### src/rtl/uart_rx.sv
// UART receive front-end: 2-flop synchroniser, mid-bit sampling (LSB first), stop check, valid/ready holding register.
// Optional even-parity bit between data and stop when UART_RX_PARITY_EN is defined (adds parity_err).
module uart_rx #(
  parameter int CLKS_PER_BIT = 434,
  parameter int DATA_BITS    = 8
) (
  input  logic                 clk,
  input  logic                 reset,
  input  logic                 rxd,
  output logic [DATA_BITS-1:0] rx_data,
  output logic                 rx_valid,
  input  logic                 rx_ready,
  output logic                 frame_err,
  output logic                 overrun,
`ifdef UART_RX_PARITY_EN
  output logic                 parity_err,
`endif
  output logic                 rx_busy
);

  localparam int CW = $clog2(CLKS_PER_BIT);
  localparam int BW = $clog2(DATA_BITS + 1);
  localparam logic [CW-1:0] HALF_LOAD = CW'(CLKS_PER_BIT / 2 - 1);
  localparam logic [CW-1:0] FULL_LOAD = CW'(CLKS_PER_BIT - 1);
  localparam logic [BW-1:0] LAST_BIT  = BW'(DATA_BITS - 1);

  typedef enum logic [2:0] {
    S_IDLE,
    S_START,
    S_DATA,
`ifdef UART_RX_PARITY_EN
    S_PARITY,
`endif
    S_STOP,
    S_WAIT_IDLE
  } state_e;

  state_e               state_q, state_d;
  logic [CW-1:0]        cnt_q, cnt_d;
  logic [BW-1:0]        idx_q, idx_d;
  logic [DATA_BITS-1:0] shift_q, shift_d;
  logic                 sync1_q, rxd_s_q, rxd_s_dly_q;
  logic [DATA_BITS-1:0] rx_data_q, rx_data_d;
  logic                 rx_valid_q, rx_valid_d;
  logic                 frame_err_q, frame_err_d;
  logic                 overrun_q, overrun_d;
  logic                 stop_ok;
`ifdef UART_RX_PARITY_EN
  logic                 par_q, par_d;
  logic                 parity_err_q, parity_err_d;
`endif

  wire cnt_zero = (cnt_q == '0);

  // Handshake: a byte moves when rx_valid and rx_ready are both 1 at a clk edge;
  // rx_data holds steady until then, and rx_ready is don't-care while rx_valid is 0.
  always_comb begin
    state_d     = state_q;
    cnt_d       = cnt_q;
    idx_d       = idx_q;
    shift_d     = shift_q;
    stop_ok     = 1'b0;
    frame_err_d = 1'b0;
`ifdef UART_RX_PARITY_EN
    par_d       = par_q;
`endif
    case (state_q)
      S_IDLE: begin
        if (rxd_s_dly_q && !rxd_s_q) begin
          state_d = S_START;
          cnt_d   = HALF_LOAD;
        end
      end
      S_START: begin
        if (!cnt_zero) cnt_d = cnt_q - CW'(1);
        else if (!rxd_s_q) begin
          state_d = S_DATA;
          cnt_d   = FULL_LOAD;
          idx_d   = '0;
        end else state_d = S_IDLE;
      end
      S_DATA: begin
        if (!cnt_zero) cnt_d = cnt_q - CW'(1);
        else begin
          shift_d = {rxd_s_q, shift_q[DATA_BITS-1:1]};
          cnt_d   = FULL_LOAD;
          idx_d   = idx_q + BW'(1);
          if (idx_q == LAST_BIT) begin
`ifdef UART_RX_PARITY_EN
            state_d = S_PARITY;
`else
            state_d = S_STOP;
`endif
          end
        end
      end
`ifdef UART_RX_PARITY_EN
      S_PARITY: begin
        if (!cnt_zero) cnt_d = cnt_q - CW'(1);
        else begin
          par_d   = rxd_s_q;
          cnt_d   = FULL_LOAD;
          state_d = S_STOP;
        end
      end
`endif
      S_STOP: begin
        if (!cnt_zero) cnt_d = cnt_q - CW'(1);
        else if (rxd_s_q) begin
          stop_ok = 1'b1;
          state_d = S_IDLE;
        end else begin
          frame_err_d = 1'b1;
          state_d     = S_WAIT_IDLE;
        end
      end
      S_WAIT_IDLE: begin
        if (rxd_s_q) state_d = S_IDLE;
      end
      default: state_d = S_IDLE;
    endcase
  end

  // A fresh byte may replace the held one only if the held one is consumed in the same cycle.
  always_comb begin
    rx_data_d  = rx_data_q;
    rx_valid_d = rx_valid_q;
    overrun_d  = 1'b0;
    if (rx_valid_q && rx_ready) rx_valid_d = 1'b0;
    if (stop_ok) begin
      if (!rx_valid_q || rx_ready) begin
        rx_data_d  = shift_q;
        rx_valid_d = 1'b1;
      end else begin
        overrun_d = 1'b1;
      end
    end
`ifdef UART_RX_PARITY_EN
    parity_err_d = stop_ok && ((^shift_q) ^ par_q);
`endif
  end

  always_ff @(posedge clk) begin
    if (!reset) begin
      state_q     <= S_IDLE;
      cnt_q       <= '0;
      idx_q       <= '0;
      shift_q     <= '0;
      sync1_q     <= 1'b1;
      rxd_s_q     <= 1'b1;
      rxd_s_dly_q <= 1'b1;
      rx_data_q   <= '0;
      rx_valid_q  <= 1'b0;
      frame_err_q <= 1'b0;
      overrun_q   <= 1'b0;
`ifdef UART_RX_PARITY_EN
      par_q        <= 1'b0;
      parity_err_q <= 1'b0;
`endif
    end else begin
      state_q     <= state_d;
      cnt_q       <= cnt_d;
      idx_q       <= idx_d;
      shift_q     <= shift_d;
      sync1_q     <= rxd;
      rxd_s_q     <= sync1_q;
      rxd_s_dly_q <= rxd_s_q;
      rx_data_q   <= rx_data_d;
      rx_valid_q  <= rx_valid_d;
      frame_err_q <= frame_err_d;
      overrun_q   <= overrun_d;
`ifdef UART_RX_PARITY_EN
      par_q        <= par_d;
      parity_err_q <= parity_err_d;
`endif
    end
  end

  assign rx_data   = rx_data_q;
  assign rx_valid  = rx_valid_q;
  assign frame_err = frame_err_q;
  assign overrun   = overrun_q;
  assign rx_busy   = (state_q != S_IDLE);
`ifdef UART_RX_PARITY_EN
  assign parity_err = parity_err_q;
`endif

endmodule

### config.mk
export PLATFORM = sky130hd
export DESIGN_NAME = uart_rx
export DESIGN_NICKNAME = d
export VERILOG_FILES = /design/src/rtl/uart_rx.sv
export SDC_FILE = /design/constraint.sdc
export NUM_CORES = 1
export LEC_CHECK = 0
export BUFFER_PORTS_ARGS = -buffer_cell sky130_fd_sc_hd__buf_2
export CAP_MARGIN = 5
export CORE_ASPECT_RATIO = 2
export CORE_MARGIN = 4
export CORE_UTILIZATION = 58
export DETAILED_ROUTE_END_ITERATION = 7
export PLACE_DENSITY = 0.86
export SETUP_SLACK_MARGIN = 0.2
export SYNTH_ARGS = -nofsm -noshare
export SYNTH_HDL_FRONTEND = slang
export SYNTH_SLANG_ARGS = --single-unit
### constraint.sdc
create_clock -name clk -period 2.55 [get_ports clk]
set_input_delay 0.51 -clock clk [delete_from_list [all_inputs] [get_ports clk]]
set_output_delay 0.51 -clock clk [all_outputs]
set_load 0.1 [all_outputs]
==> summary.md <==
| Metric | Value |
|---|---|
| Die Area | `about 4000 µm²` |
| Worst reg2reg path depth | `7` |
| Final Slew Violations | `0` |
| Vias/cell | `6.32` |
| Area leader, netlist | `dfxtp_1` |
| Core Region | `2980 µm²` |
| Worst Tran Pin Value | `slightly above 0.6 ns` |
| Status | `finished clean` |
| H-tree level count | `2` |
| Critical Path End | `rx_data[7]` |
| Reg-to-reg critical path endpoint | `rx_data[7]` |
| Initial antenna violation count | `0` |
| Combinational share of power | `0.164` |
| Clock Latency Late Sink | `about 0.29 ns` |
| Final Hold Viols | `0` |
| Avg Inst Size Synth | `8.67 µm²` |
| Clock Skew | `0.00728 ns` |
| Critical path capture point type | `flop` |
| Largest net degree at the start of global routing | `23` |
| Total CTS buffers | `5` |
| Tot Pwr | `1330 µW` |
| GRT Total Usage | `0.237` |
| Worst path max stage delay | `around 0.60 ns` |
| Worst hold path depth | `2` |
| Critical path arrival | `2.23 ns` |
| Total number of vias | `between 1500 and 2000` |
| R2R setup slack | `approximately 0.5 ns` |
| Sequential Power Share | `0.478` |
| Slew margin rel. | `0.595` |
| Number of global-route vias before repair | `1581` |
| Starting DRT DRC Count | `71` |
| Worst path required time | `2.73 ns` |
| Critical path's top delay family | `simple AND/OR/NAND/NOR gates` |
| Syn Inst Count | `208` |
| Async set-or-reset flop fraction in the synthesized netlist | `0` |
| Yosys reg bits | `38` |
| Starting Density | `0.606` |
| Final Cycle Share | `0.806` |
| CTS tree | `yes` |
| Grt total ovfl | `0` |
| Antenna-violating nets left | `0` |
| Syn Nets | `214` |
| Post-synthesis sequential area ratio | `0.422` |
| Boundary Pins | `16` |
| Layout Nets | `between 200 and 250` |
| I/O Buffers | `15` |
| Syn. warnings | `0` |
| Share of post-route cells with drive strength above 1 | `0.177` |
| Fin crit period | `2.06 ns` |
| First-pass GRT wire length | `between 6000 and 7000 µm` |
| Hold Crit Class | `input port to flop` |
| Final setup fails | `0` |
| Final core utilization | `0.679` |
| Clock Tree Buf Depth | `2` |
| Number of iterations in the first detailed-routing pass | `4` |
| Row count | `28` |
| Worst setup path start | `cnt_q[0]` |
| Detail Placement HPWL | `2990 µm` |
| Pwr Density | `658 nW/µm²` |
| Post-CTS Setup Bufs | `0` |
| Clk slew on worst S/H paths | `0.07 ns` |
| Worst r2r src | `cnt_q[0]` |
| Post-route DRC | `0` |
| Critical path type | `flop to flop` |
| Sw Ratio | `0.273` |
| Top post-synthesis cells by count | `dfxtp_1 (38), nand2_1 (21), nor2_1 (21), a21oi_1 (18)` |
| Root buffer cell | `clkbuf_8` |
| Cells after DPL | `248` |
| Synth area leaders | `dfxtp_1 (42%), a21oi_1 (5.0%), mux2i_1 (5.0%), nand2_1 (4.4%), nor2_1 (4.4%)` |
| Clock power share | `0.358` |
| Post-route setup TNS | `0 ns` |
| Peak supply drop | `roughly 560 µV` |
| Sw Pwr | `between 300 and 400 µW` |
| Fmax achieved | `0.486 GHz` |
| Worst setup SP type | `flop` |
| CP cell instances | `inv_1, ha_1, or4b_1, nor4_4, buf_4, mux2i_1, nor2_1` |
| RSZ-0062 raised after global routing | `no` |
| Wire per inst | `16.4 µm` |
| Synth top area share | `0.422` |
| CP bufs+invs | `2` |
| Post-Route WL | `4190 µm` |
| Slowest CP cell | `or4b_1` |
| Routability Congestion | `0.939` |
| Number of antenna diodes | `0` |
| Post-synth cell types | `50` |
| Main flop type after synthesis | `dfxtp_1` |
| P&R area growth vs syn | `12.1%` |
| LEAKAGE | `0.000752 µW` |
| Max capacitance violation total | `0` |
| Post-cts resize count | `0` |
| Final instance count without filler cells | `256` |
| Maximum fanout along the worst path | `8` |
| Die W | `47.4 µm` |
| Clock sinks | `38` |
| Top-count cell post-synth | `dfxtp_1` |
| Mapped Area | `between 1500 and 2000 µm²` |
| Int Power | `just under 1000 µW` |
| Die Y | `86.9 µm` |
| Hold buffer count at CTS | `0` |
| Levels on crit path | `7` |
| Post-synth EDFFs | `0` |
## layer usage
layer,wire length (µm),GRT usage,vias to the layer above
li1,-,-,786
met1,1500,0.228,776
met2,2390,0.418,43
met3,162,0.0538,14
met4,146,0.144,0
met5,0,0,-
## worst min path at each step
stage | start | to | slack [ns]
floorplan | sync1_q | rxd_s_q | 0.39
global placement | sync1_q | rxd_s_q | 0.39
detailed placement | sync1_q | rxd_s_q | 0.41
CTS | rxd | sync1_q | 0.40
global route | rxd | sync1_q | 0.42
finish | rxd | sync1_q | 0.41
## metrics by stage
stage	setup WS [ns]	instance area, µm²	hold WS (ns)
finish	0.494	2020	0.406
global route	0.338	2020	0.419
global placement	0.562	1910	0.395
floorplan	0.379	1800	0.386
detailed placement	0.525	1910	0.407
CTS	0.493	2020	0.402
## state kept, by name, summed over array words and instances (netlist names), 3 cells and up
signal   flops
state_q      3
idx_q        4
cnt_q        9
shift_q      8
rx_data      8
## power by group through the flow
| stage | registers [µW] | clock network, µW | logic, µW |
|---|---|---|---|
| 2_1_floorplan | 635 | 0 | 178 |
| 3_3_place_gp | 650 | 0 | 211 |
| 3_5_place_dp | 650 | 0 | 212 |
| 4_1_cts | 637 | 487 | 214 |
| 5_1_grt | 639 | 510 | 238 |
| 6_report | 637 | 476 | 218 |
## area by class of cell
cell class	instances	area, µm²
well taps	30	37.5
repair buffers	23	135
multi-input cells	153	963
inverters	4	15.0
fillers	236	956
clock buffers	8	110
flip-flops and latches	38	761
## layout by cell type (no fill, tap or decap), types with 2 or more instances in the layout
cell type  instances
a211oi_1           2
a21oi_1           18
a31oi_1            2
a32oi_1            2
buf_2             15
buf_4              8
clkbuf_8           8
dfxtp_1           38
ha_1               2
inv_1              3
mux2i_1            9
nand2_1           21
nand2b_1           6
nand3_1            8
nand3b_1           4
nand4_1            2
nor2_1            21
nor2b_1            2
nor3_1            10
nor3b_1            3
o2111ai_1          2
o211a_1            2
o211ai_1           2
o21ai_0            7
o221a_1            2
or3_1              2
or3b_2             2
## worst reg2reg max path, delay by kind of cell, from the launching register on
kind	cells	cell delay, ns
and+or+nand+nor	3	0.90
DFF	1	0.34
buffers and inverters	2	0.32
muxes	1	0.21
adders and majority gates	1	0.17
## kinds of logic after synthesis
logic type	share of synthesized area
AND/OR/NAND/NOR	0.283
flip-flops	0.422
XOR/XNOR	0.00486
AO/OA/AOI/OAI	0.182
adder cells (fa/ha/maj)	0.0139
multiplexers	0.0499
buffers and inverters	0.0444
Note: power is estimated with default switching activity, not from simulation.
